==> config.mk <==
export PLATFORM = sky130hd
export DESIGN_NAME = apb4_cmd_master
export DESIGN_NICKNAME = d
export VERILOG_FILES = /design/src/rtl/apb4_cmd_master.sv
export SDC_FILE = /design/constraint.sdc
export NUM_CORES = 1
export LEC_CHECK = 0
export CORE_MARGIN = 4
export CORE_UTILIZATION = 38
export DETAILED_ROUTE_END_ITERATION = 7
export HOLD_SLACK_MARGIN = 0.05
export PLACE_DENSITY = 0.86
export SYNTH_ARGS = -nofsm -noshare
export SYNTH_HDL_FRONTEND = slang
export SYNTH_SLANG_ARGS = --single-unit
==> constraint.sdc <==
create_clock -name PCLK -period 1.93 [get_ports PCLK]
set_clock_uncertainty 0.1 [all_clocks]
set_input_delay 0.386 -clock PCLK [delete_from_list [all_inputs] [get_ports PCLK]]
set_output_delay 0.386 -clock PCLK [all_outputs]
set_load 0.02 [all_outputs]
==> src/rtl/apb4_cmd_master.sv <==
`timescale 1ns/1ps
// apb4_cmd_master
//   APB4 requester that turns single command requests into APB4 transfers and
//   returns read data / error status on a valid-ready response channel.
//   Only one transfer is in flight at a time. Misaligned commands are answered
//   with an error without touching the bus. A completer that holds PREADY low
//   for TIMEOUT ACCESS cycles is abandoned (TIMEOUT=0 waits forever).
//
//   state  | meaning
//   -------+-----------------------------------------------------------
//   IDLE   | cmd_ready high, waiting for a command
//   SETUP  | PSEL high, PENABLE low, exactly one cycle
//   ACCESS | PSEL and PENABLE high, waiting for PREADY or timeout
//   RESP   | rsp_valid high, fields held until rsp_ready
//
// Ports
//   PCLK, PRESETn                    clock, async active-low reset
//   cmd_valid/ready/write/addr/wdata/strb   command channel
//   rsp_valid/ready/rdata/err/timeout       response channel
//   PSEL, PENABLE, PWRITE, PADDR, PWDATA, PSTRB, PPROT   APB4 requester outputs
//   PRDATA, PREADY, PSLVERR                              APB4 completer inputs
module apb4_cmd_master #(
    parameter int          ADDR_W    = 32,
    parameter int          DATA_W    = 32,
    parameter int          TIMEOUT   = 64,
    parameter logic [2:0]  PPROT_VAL = 3'd0
) (
    input  logic                  PCLK,
    input  logic                  PRESETn,
    input  logic                  cmd_valid,
    output logic                  cmd_ready,
    input  logic                  cmd_write,
    input  logic [ADDR_W-1:0]     cmd_addr,
    input  logic [DATA_W-1:0]     cmd_wdata,
    input  logic [DATA_W/8-1:0]   cmd_strb,
    output logic                  rsp_valid,
    input  logic                  rsp_ready,
    output logic [DATA_W-1:0]     rsp_rdata,
    output logic                  rsp_err,
    output logic                  rsp_timeout,
    output logic                  PSEL,
    output logic                  PENABLE,
    output logic                  PWRITE,
    output logic [ADDR_W-1:0]     PADDR,
    output logic [DATA_W-1:0]     PWDATA,
    output logic [DATA_W/8-1:0]   PSTRB,
    output logic [2:0]            PPROT,
    input  logic [DATA_W-1:0]     PRDATA,
    input  logic                  PREADY,
    input  logic                  PSLVERR
);

    // Counter only needs to reach TIMEOUT-1; the abort happens on the edge
    // that would have counted the TIMEOUT-th wait cycle.
    localparam int CNT_W = (TIMEOUT > 1) ? $clog2(TIMEOUT) : 1;

    typedef enum logic [1:0] {
        S_IDLE   = 2'd0,
        S_SETUP  = 2'd1,
        S_ACCESS = 2'd2,
        S_RESP   = 2'd3
    } state_t;

    state_t                r_state;
    logic [CNT_W-1:0]      r_wait_cnt;
    logic                  r_psel;
    logic                  r_penable;
    logic                  r_pwrite;
    logic [ADDR_W-1:0]     r_paddr;
    logic [DATA_W-1:0]     r_pwdata;
    logic [DATA_W/8-1:0]   r_pstrb;
    logic                  r_rsp_valid;
    logic [DATA_W-1:0]     r_rsp_rdata;
    logic                  r_rsp_err;
    logic                  r_rsp_timeout;

    logic                  w_timeout_hit;

    assign w_timeout_hit = (TIMEOUT != 0) && (r_wait_cnt == CNT_W'(TIMEOUT - 1));

    always_ff @(posedge PCLK or negedge PRESETn) begin
        if (!PRESETn) begin
            r_state       <= S_IDLE;
            r_wait_cnt    <= '0;
            r_psel        <= 1'b0;
            r_penable     <= 1'b0;
            r_pwrite      <= 1'b0;
            r_paddr       <= '0;
            r_pwdata      <= '0;
            r_pstrb       <= '0;
            r_rsp_valid   <= 1'b0;
            r_rsp_rdata   <= '0;
            r_rsp_err     <= 1'b0;
            r_rsp_timeout <= 1'b0;
        end else begin
            case (r_state)
                S_IDLE: begin
                    if (cmd_valid) begin
                        r_wait_cnt <= '0;
                        if (cmd_addr[1:0] != 2'b00) begin
                            r_rsp_valid   <= 1'b1;
                            r_rsp_err     <= 1'b1;
                            r_rsp_timeout <= 1'b0;
                            r_rsp_rdata   <= '0;
                            r_state       <= S_RESP;
                        end else begin
                            r_psel    <= 1'b1;
                            r_penable <= 1'b0;
                            r_pwrite  <= cmd_write;
                            r_paddr   <= cmd_addr;
                            // Reads carry no write data or strobes on the bus.
                            r_pwdata  <= cmd_write ? cmd_wdata : '0;
                            r_pstrb   <= cmd_write ? cmd_strb : '0;
                            r_state   <= S_SETUP;
                        end
                    end
                end
                S_SETUP: begin
                    r_penable <= 1'b1;
                    r_state   <= S_ACCESS;
                end
                S_ACCESS: begin
                    if (PREADY) begin
                        r_psel        <= 1'b0;
                        r_penable     <= 1'b0;
                        r_rsp_valid   <= 1'b1;
                        r_rsp_err     <= PSLVERR;
                        r_rsp_timeout <= 1'b0;
                        r_rsp_rdata   <= (!r_pwrite && !PSLVERR) ? PRDATA : '0;
                        r_state       <= S_RESP;
                    end else if (w_timeout_hit) begin
                        r_psel        <= 1'b0;
                        r_penable     <= 1'b0;
                        r_rsp_valid   <= 1'b1;
                        r_rsp_err     <= 1'b1;
                        r_rsp_timeout <= 1'b1;
                        r_rsp_rdata   <= '0;
                        r_state       <= S_RESP;
                    end else begin
                        r_wait_cnt <= r_wait_cnt + CNT_W'(1);
                    end
                end
                S_RESP: begin
                    if (rsp_ready) begin
                        r_rsp_valid   <= 1'b0;
                        r_rsp_err     <= 1'b0;
                        r_rsp_timeout <= 1'b0;
                        r_rsp_rdata   <= '0;
                        r_wait_cnt    <= '0;
                        r_state       <= S_IDLE;
                    end
                end
                default: r_state <= S_IDLE;
            endcase
        end
    end

    assign cmd_ready   = (r_state == S_IDLE);
    assign rsp_valid   = r_rsp_valid;
    assign rsp_rdata   = r_rsp_rdata;
    assign rsp_err     = r_rsp_err;
    assign rsp_timeout = r_rsp_timeout;
    assign PSEL        = r_psel;
    assign PENABLE     = r_penable;
    assign PWRITE      = r_pwrite;
    assign PADDR       = r_paddr;
    assign PWDATA      = r_pwdata;
    assign PSTRB       = r_pstrb;
    assign PPROT       = PPROT_VAL;

endmodule

==> results.md <==
* Final Hold Viols at 0
* Filler cell count at slightly below 1000
* Worst-path clk slew at approximately 0.050 ns
* Avg WL per Cell at about 16 um
* Crit path time final at 1.989 ns
* Num CTS Buffers at 17
* Vias in the first global route at roughly 4300
* Area after DPL at between 0.007 and 0.008 mm2
* Synth Cell Area at slightly below 0.005 mm2
* Global-route wire length before repair at between 20000 and 25000 um
* All-Layer GR Usage at 0.1851
* Post-synth cell types at 43
* Tcrit/Tclk final at 1.031
* Largest delay share family, worst path: flip-flops
* Synthesized area per cell at 10.96 um2
* Bufs on Longest Clock Path at 2
* Type of origin of the critical path: flip-flop
* Crit-path max cell delay at roughly 0.40 ns
* Drt drc at 0
* Layout cells sized above 1 at 0.1537
* Pwr/cell area at approximately 1400 mW/mm2
* Ports at between 200 and 250
* # setup viols final at 1
* DR iter-0 viols at roughly 140
* Die area at between 0.01 and 0.015 mm2
* Sequential share of the synthesized area at 0.5785
* Final instance area at between 0.008 and 0.009 mm2
* Htree depth at 4
* HP Class: input pin to async pin
* Top_reg_cell synth: dfrtp_1
* Clk sinks at roughly 110
* Crit-path cells: ha_2 -> and3_4 -> and2_4 -> o211ai_4 -> buf_12 -> buf_6 -> mux2i_1
* DRT Wirelength at about 14000 um
* Setup TNS at -0.05910 ns
* Lkg Pwr at around 3.7 nW
* CTS tree: yes
* Die Wd at approximately 120 um
* Pwr Total at roughly 12 mW
* Commonest non-fill, non-tap cell in the layout: clkdlybuf4s50_1
* Failing checks: negative setup slack
* IO buf count at between 200 and 250
* Endpoint class of the critical path: flip-flop
* Global route total overflow at 0
* Final Core Density at 0.6380
* Avg Vias per Cell at ~4.7
* Worst hold slack at between 0.3 and 0.4 ns
* Fmax at 0.5027 GHz
* Total number of vias at 4058
* Number of synthesized flops with an enable pin at 0
* CP max stage cell: dfrtp_1
* Synth Instances at 450
* Req. time, crit path at around 2.1 ns
* ANT cells at 0
* Max Cap Viol at 0
* CP arrival at 2.18 ns
* Clock root cell: clkbuf_16
* Worst setup margin at -0.05910 ns
* Syn. warnings at 0
* Critical path buffer and inverter count at 2
* Post-route ant nets at 0
* Most frequent cells in the layout: 198 x clkdlybuf4s50_1, 113 x dfrtp_1, 111 x nand2_1
* Die H at approximately 120 um
* Peak supply drop at roughly 830 uV
* Area Overhead vs Synth at 63.94%
* Post-DP HPWL at approximately 10000 um
* CP Max Fanout at 8
* Status: finished with violations
* DRT Pass-1 Iters at 4
* Antenna violations before repair at 0
* Final net count at 800
* Worst-Skew Late Latency at between 0.4 and 0.5 ns
* Crit path kind: flip-flop to flip-flop
* Initial Utilization at 0.3892
* Ys async rst share at 1.000
* Row Count at 41
* Largest net degree at the start of global routing at 53
* Routability cong. at 0.8158
* Slew Viols, Final at 0
* Placeable Area at roughly 0.013 mm2
* Number of synthesized register bits at 114
## stage by stage
| stage | setup WS [ns] | cells |
|---|---|---|
| global placement | -0.08192 | 829 |
| detailed placement | -0.1490 | 829 |
| global route | -0.1072 | 868 |
| finish | -0.05910 | 868 |
| floorplan | 0.02999 | 452 |
| CTS | -0.006517 | 859 |
## area by class of cell
| class | count | area [um2] | share of cell area |
|---|---|---|---|
| Multi-Input combinational cell | 275 | 1832 | 0.2266 |
| Tap cell | 172 | 215.2 | 0.02662 |
| Clock inverter | 8 | 65.06 | 0.008048 |
| Clock buffer | 21 | 450.4 | 0.05572 |
| Sequential cell | 114 | 2854 | 0.3530 |
| Inverter | 36 | 135.1 | 0.01672 |
| Timing Repair Buffer | 242 | 2532 | 0.3133 |
## power breakdown
group	internal (mW)	total, mW	leakage [nW]	switching [mW]
clock	1.76	2.75	0.262	0.998
sequential	3.16	3.60	1.50	0.441
combinational	2.80	5.34	1.97	2.54
## worst reg2reg max path, delay by kind of cell (launching register included)
family | cells | cell delay, ns
adder cells (fa/ha/maj) | 1 | 0.20
buffers and inverters | 2 | 0.31
flip-flops | 1 | 0.40
AND/OR/NAND/NOR | 2 | 0.37
AO/OA/AOI/OAI | 1 | 0.20
multiplexers | 1 | 0.29
## kinds of logic after synthesis
logic type | synth area share
AO/OA/AOI/OAI | 0.06699
adder cells (fa/ha/maj) | 0.01776
buffers and inverters | 0.06293
flip-flops | 0.5785
multiplexers | 0.1454
other | 0.0007605
AND/OR/NAND/NOR | 0.1276
## state kept, by name (all words and copies together) (netlist names)
register	count
rsp_err	1
PADDR	32
rsp_rdata	32
PWDATA	32
PSTRB	4
PWRITE	1
r_wait_cnt	6
PSEL	1
rsp_valid	1
PENABLE	1
r_state	2
rsp_timeout	1
## Yosys cell counts, types with 2 or more instances
master | count | area (um2)
a21oi_1 | 5 | 25.02
nand2_1 | 111 | 416.7
inv_1 | 36 | 135.1
nand3_1 | 3 | 15.01
a31oi_1 | 3 | 18.77
buf_2 | 5 | 25.02
buf_12 | 3 | 60.06
mux2_2 | 33 | 371.6
clkbuf_1 | 13 | 48.80
nor2_1 | 3 | 11.26
and2_1 | 3 | 18.77
o211ai_1 | 3 | 22.52
o21ai_0 | 40 | 200.2
ha_1 | 7 | 87.58
mux2i_1 | 33 | 330.3
buf_4 | 3 | 22.52
a2bb2oi_1 | 2 | 17.52
buf_1 | 2 | 7.510
nor2b_1 | 3 | 18.77
dfrtp_1 | 114 | 2853
and3_1 | 2 | 12.51
nor3_1 | 2 | 10.01
## routing by layer
layer | part of all wire | track usage | vias up
met1 | 0.37 | 0.2033 | 1913
met5 | 0 | 0 | -
met3 | 0.088 | 0.07382 | 30
met4 | 0.026 | 0.08403 | 0
met2 | 0.51 | 0.3153 | 175
li1 | - | - | 1940
## path summary, 6_finish.rpt
| check | from | end | slack, ns | cells after the start |
|---|---|---|---|---|
| worst max-delay path | r_wait_cnt[1] | rsp_rdata[0] | -0.06 | 7 |
| worst min-delay path | PRESETn | rsp_rdata[4] | 0.38 | 2 |
| worst max register to register | r_wait_cnt[1] | rsp_rdata[0] | -0.06 | 7 |
| worst min register to register | PWDATA[27] | PWDATA[27] | 0.38 | 2 |
| max in group asynchronous | PRESETn | PWDATA[26] | 0.75 | 3 |
| min in group PCLK | PWDATA[27] | PWDATA[27] | 0.38 | 2 |
## repair_timing
action | 4_1_cts | 5_1_grt
cloned | 0 | 4
hold buffers | 1 | 0
resized for setup | 10 | 22
endpoints found under the hold margin | 29 | 0
setup endpoints to repair | 13 | 52
pin swaps | 1 | 2
setup buffers | 0 | 5
No activity file was read; power rests on OpenSTA's default activity.
==> RTL edit 1, RTL diff (config.mk and constraints unchanged) <==
Re-encode `state_t` (4 states) as one-hot, 4 bits wide.
--- a/src/rtl/apb4_cmd_master.sv
+++ b/src/rtl/apb4_cmd_master.sv
@@ -54,11 +54,11 @@
     // that would have counted the TIMEOUT-th wait cycle.
     localparam int CNT_W = (TIMEOUT > 1) ? $clog2(TIMEOUT) : 1;
 
-    typedef enum logic [1:0] {
-        S_IDLE   = 2'd0,
-        S_SETUP  = 2'd1,
-        S_ACCESS = 2'd2,
-        S_RESP   = 2'd3
+    typedef enum logic [3:0] {
+        S_IDLE   = 4'b0001,
+        S_SETUP  = 4'b0010,
+        S_ACCESS = 4'b0100,
+        S_RESP   = 4'b1000
     } state_t;
 
     state_t                r_state;
Behaviour: same outputs for any inputs over 4 cycles, from zero or initial values and one cycle with PRESETn low; so few cycles prove little.
==> RTL edit 1 against the unedited design <==
The flow still finishes with violations (setup timing). Power down 4.8%. Fmax increased by 0.85%. Setup slack improved by 17 ps. Critical path depth shrank 2. Largest power group unchanged. Area after synthesis decreased by 4.6%. Design area shrank 2.9%. Sequential cell count up 2. Routed wire length decreased by 3.7%. Core utilization rose by 1.3 points. Clock power increased by 15%. Largest cell class unchanged.
==> RTL edit 1: results (changes against the unedited design) <==
GRT:
- The maximum number of pins on one net before global-route repair is 40 (was 53).
- The wire length of the first global-routing pass was 22200 um (was 21300 um).
- The number of global-route vias before repair is 4318 (was 4339).
- The initial antenna violation count is 0 (unchanged).
- The combined global-route utilization of all metal layers came to 19.7% (was 18.5%).

Clock network:
- The TritonCTS buffer count was 17 (unchanged).
- The H-tree depth reported by CTS came to 4 (unchanged).
- The later-pin clock latency in the skew report is 410 ps (about the same).
- The CTS clock-pin slew for the worst setup and hold paths is 50 ps (about the same).
- The deepest clock path buffer count is 2 (unchanged).

STA:
- The total negative setup slack was -860 ps (was -59.1 ps).
- The setup violation total in the final timing report was 33 (was 1).
- The worst setup margin was -42.3 ps (was -59.1 ps).

Drt:
- The routed wire length was 13600 um (was 14200 um).
- The detailed router's first-iteration violation count is 260 (was 137).
- The via density per instance was 4.91 (was 4.68).

Setup path:
- The worst setup path startpoint is r_state[0] (was r_wait_cnt[1]).
- The cell with the largest stage delay on the worst path is dfstp_2 (was dfrtp_1).
- The cell family with the largest share of critical-path delay is simple AND/OR/NAND/NOR gates (was flip-flops).
- The largest stage delay on the critical path is 560 ps (was 400 ps).
- The maximum net fanout on the critical path is 33 (was 8).
- The launch point of the worst reg-to-reg path was r_state[0] (was r_wait_cnt[1]).
- The data arrival time of the critical path is 2160 ps (was 2180 ps).

Cells and area:
- The share of post-route cells with drive strength above 1 came to 16.5% (was 15.4%).
- The area added between synthesis and finish is 66.8% (was 63.9%).
- The number of nets at the end of the flow came to 741 (was 800).

Power and ir drop:
- The power share of the clock group came to 28.4% (was 23.6%).
- The reported combinational group power is 4.35 mW (was 5.34 mW).
- The proportion of power drawn by combinational gates was 39.0% (was 45.7%).
- The design internal power is 7.53 mW (was 7.71 mW).
- The leakage power total is 3.56 nW (was 3.73 nW).
- The peak ir drop on the vdd network was 1.13 mV (was 0.831 mV).

Min path:
- The worst hold path class is input port to asynchronous set/reset pin (unchanged).

Yosys:
- The mux cell area share after synthesis is 7.66% (was 14.5%).
- Leading cell types by count after synthesis: 115 x dfrtp_1, 77 x nand2_1, 42 x nand3_1 (was 114 x dfrtp_1, 111 x nand2_1, 40 x o21ai_0).
- The xor/xnor cell area share of the yosys netlist came to 0.186% (was 0%).
- The distinct cell type count of the synthesized netlist came to 50 (was 43).
- The adder-cell share of the synthesized area came to 0.266% (was 1.78%).
- The complex-gate fraction of the synthesized area came to 10.7% (was 6.70%).
- Cell types with the largest area share after synthesis: dfrtp_1 61%, mux2_2 7.4%, a22o_1 6.1% (was dfrtp_1 58%, nand2_1 8.4%, mux2_2 7.5%).
- The number of warnings printed during yosys synthesis is 0 (unchanged).
- The share of synthesized area occupied by flip-flops and latches is 61.7% (was 57.9%).

Status:
- Failing checks: setup timing (unchanged).
- Result of the run: complete, but fails checks (unchanged).

Place:
- The last weighted congestion value of the routability-driven placer is 0.901 (was 0.816).
- The number of port buffers is 213 (unchanged).
- The detailed-placement wirelength estimate is 10100 um (was 10000 um).
## RTL edit 1: layer usage
layer	global-route usage, %	part of all wire, %
met1	23.0	39
met5	0	0
met2	32.9	51
met3	7.83	8.6
met4	6.52	1.3
## RTL edit 1: final timing paths
check | endpoint | slack, ps | cells after the start
max in group asynchronous | rsp_rdata[20] | 790 | 3
worst min register to register | PSTRB[3] | 360 | 2
worst min-delay path | rsp_rdata[24] | 360 | 2
worst max register to register | rsp_rdata[18] | -40 | 5
worst max-delay path | rsp_rdata[18] | -40 | 5
min in group PCLK | PSTRB[3] | 360 | 2
## RTL edit 1: worst register-to-register path: stages (launching register included)
cell and delay [ps]:
dfstp_2 560, or3b_4 410, o22ai_4 200, nand4b_4 160, buf_12 200, a22o_1 210
## RTL edit 1: timing repair
action,CTS,global route
hold endpoints to repair,26,0
endpoints found under the setup margin,37,41
gates resized for setup,9,9
hold buffers,1,0
setup buffers,2,0
## RTL edit 1: logic make-up after synthesis
family | count (synthesis)
mux | 32
buf+inv | 36
compound gates | 62
simple gates | 148
fa+ha+maj | 1
flops | 116
xor+xnor | 1
other cells | 1
## RTL edit 1: cell type report
type	instances	area (um^2)
tap	168	210
timing repair buffer	245	2450
clock inverter	4	95.1
multi-input combinational	247	1660
inverter	6	25.0
clock buffer	26	499
fill	917	4220
sequential	116	2910
## RTL edit 1: through the flow
| step | area, um^2 | setup WS [ps] | cells |
|---|---|---|---|
| floorplan | 4770 | -40.6 | 399 |
| global placement | 7190 | -93.0 | 779 |
| detailed placement | 7190 | -137 | 779 |
| CTS | 7820 | -32.3 | 812 |
| global route | 7850 | -113 | 812 |
| finish | 7850 | -42.3 | 812 |
==> RTL edit 2, RTL diff (config.mk and constraints unchanged) <==
Without the edit above. Change the parameter `DATA_W` from 32 to 64.
--- a/src/rtl/apb4_cmd_master.sv
+++ b/src/rtl/apb4_cmd_master.sv
@@ -21,7 +21,7 @@
 //   PRDATA, PREADY, PSLVERR                              APB4 completer inputs
 module apb4_cmd_master #(
     parameter int          ADDR_W    = 32,
-    parameter int          DATA_W    = 32,
+    parameter int          DATA_W    = 64,
     parameter int          TIMEOUT   = 64,
     parameter logic [2:0]  PPROT_VAL = 3'd0
 ) (
Ports: changed (6 resized); port bits go from 217 to 353. The function was not compared with the original's and may differ.
==> RTL edit 2 against the unedited design <==
The flow still finishes with violations (setup timing). Routed wire length rose by 82%. First-iteration DRC count rose by 88%. Die area rose by 52%. Global-route usage rose by 2.4 points. Area after synthesis rose by 56%. Sequential cell count rose by 68. Count of clock-buffer cells in the layout fell by 3. Via count rose by 68%. Power rose by 55%. Design area rose by 61%. Setup slack improved by 23 ps.
==> RTL edit 2: results (changes against the unedited design) <==
Cells and area:
- The number of nets at the end of the flow is 1322 (was 800).
- The non-filler instance count after layout was 1418 (was 868).

GRT:
- The number of global-route vias before repair is 7075 (was 4339).
- The wire length of the first global-routing pass came to 37000 um (was 21300 um).
- The combined global-route utilization of all metal layers is 20.9% (was 18.5%).
- The maximum number of pins on one net before global-route repair is 63 (was 53).

Min path:
- The worst hold path class is input port to flop (was input port to asynchronous set/reset pin).

Status:
- Failing checks: setup timing (unchanged).
- Result of the run: complete, but fails checks (unchanged).

Place:
- The detailed-placement wirelength estimate is 18100 um (was 10000 um).
- The cell area reported after detailed placement was 0.0119 mm^2 (was 0.00735 mm^2).
- The number of port buffers came to 349 (was 213).
- The worst slack at placement is -245 ps (was -149 ps).
- The last weighted congestion value of the routability-driven placer is 0.852 (was 0.816).

Yosys:
- Leading cell types by count after synthesis: 215 x nand2_1, 182 x dfrtp_1, 79 x o21ai_0 (was 114 x dfrtp_1, 111 x nand2_1, 40 x o21ai_0).
- Cell types with the largest area share after synthesis: dfrtp_1 59%, nand2_1 11%, mux2i_1 8.4% (was dfrtp_1 58%, nand2_1 8.4%, mux2_2 7.5%).
- The share of synthesized area occupied by flip-flops and latches is 59.4% (was 57.9%).
- The per-instance average area after synthesis is 10.3 um^2 (was 11.0 um^2).
- The distinct cell type count of the synthesized netlist was 33 (was 43).

Drt:
- The met3 layer wire length in the routed design is 2580 um (was 1250 um).
- The total via count in the routed design came to 6820 (was 4058).
- The highest metal layer with signal wires is met4 (unchanged).
- The detailed router's first-iteration violation count is 257 (was 137).
- The wire length the detailed router placed on met1 is 9290 um (was 5280 um).
- The routed wire length is 25800 um (was 14200 um).
- The number of iterations in the first detailed-routing pass came to 5 (was 4).

Setup path:
- The largest stage delay on the critical path is 420 ps (was 400 ps).
- The data arrival time of the critical path is 2200 ps (was 2180 ps).
- The maximum net fanout on the critical path is 6 (was 8).

Power and ir drop:
- The peak ir drop on the vdd network came to 0.724 mV (was 0.831 mV).
- The leakage power total is 7.20 nW (was 3.73 nW).

STA:
- The total negative setup slack is -67.4 ps (was -59.1 ps).
- The worst setup margin is -36.6 ps (was -59.1 ps).
- The actual slew at the worst max-slew pin is 594 ps.
- The setup violation total in the final timing report is 2 (was 1).

Clock network:
- The CTS clock-pin slew for the worst setup and hold paths is 80 ps (was 50 ps).
- The post-cts sizing count is 46 (was 10).
- The number of buffers added for setup after CTS came to 4 (was 0).
[RTL edit 2: layout make-up]
type,instances,area [um^2],share of cell area [%]
Multi-Input combinational cell,443,2740,21.0
Timing Repair Buffer,423,4550,34.9
Clock inverter,14,158,1.21
Tap cell,265,332,2.54
Inverter,73,274,2.10
Sequential cell,182,4550,34.9
Clock buffer,18,429,3.29
[RTL edit 2: final timing paths]
kind,start,endpoint,slack (ps),cells after the start
min in group asynchronous,PRESETn,rsp_rdata[37],440,2
worst max register to register,r_state[0],rsp_rdata[22],-40,8
worst min-delay path,cmd_write,PWDATA[6],240,3
worst max-delay path,r_state[0],rsp_rdata[22],-40,8
worst min register to register,PWDATA[60],PWDATA[60],380,2
max in group asynchronous,PRESETn,rsp_rdata[27],660,3
[RTL edit 2: cells by family (layout without fill, tap and decap cells)]
group                      Yosys count  count (layout)  share of synthesized area [%]
AOI/OAI and AO/OA                   98              98                           7.18
adders and majority gates            7               7                           1.14
buffers and inverters              119             528                           6.64
DFF                                182             182                           59.4
muxes                               99              99                           13.5
other                                1               3                         0.0489
and+or+nand+nor                    236             236                           12.1
[RTL edit 2: metal layers]
layer	up-vias	global-route usage, %
li1	3184	-
met1	3263	23.0
met2	311	36.6
met3	62	8.21
met4	0	7.55
met5	-	0
[RTL edit 2: critical path, delay by kind of cell, from the launching register on]
kind	cells	cell delay, ps
AOI/OAI and AO/OA	2	320
adders and majority gates	1	170
buffers and inverters	4	660
DFF	1	420
muxes	1	210
[RTL edit 2: where the power goes]
part | total (mW) | internal [mW] | leakage, nW | switching [mW]
combinational | 8.89 | 4.51 | 4.49 | 4.38
clock | 3.49 | 1.84 | 0.285 | 1.64
sequential | 5.75 | 5.05 | 2.42 | 0.703
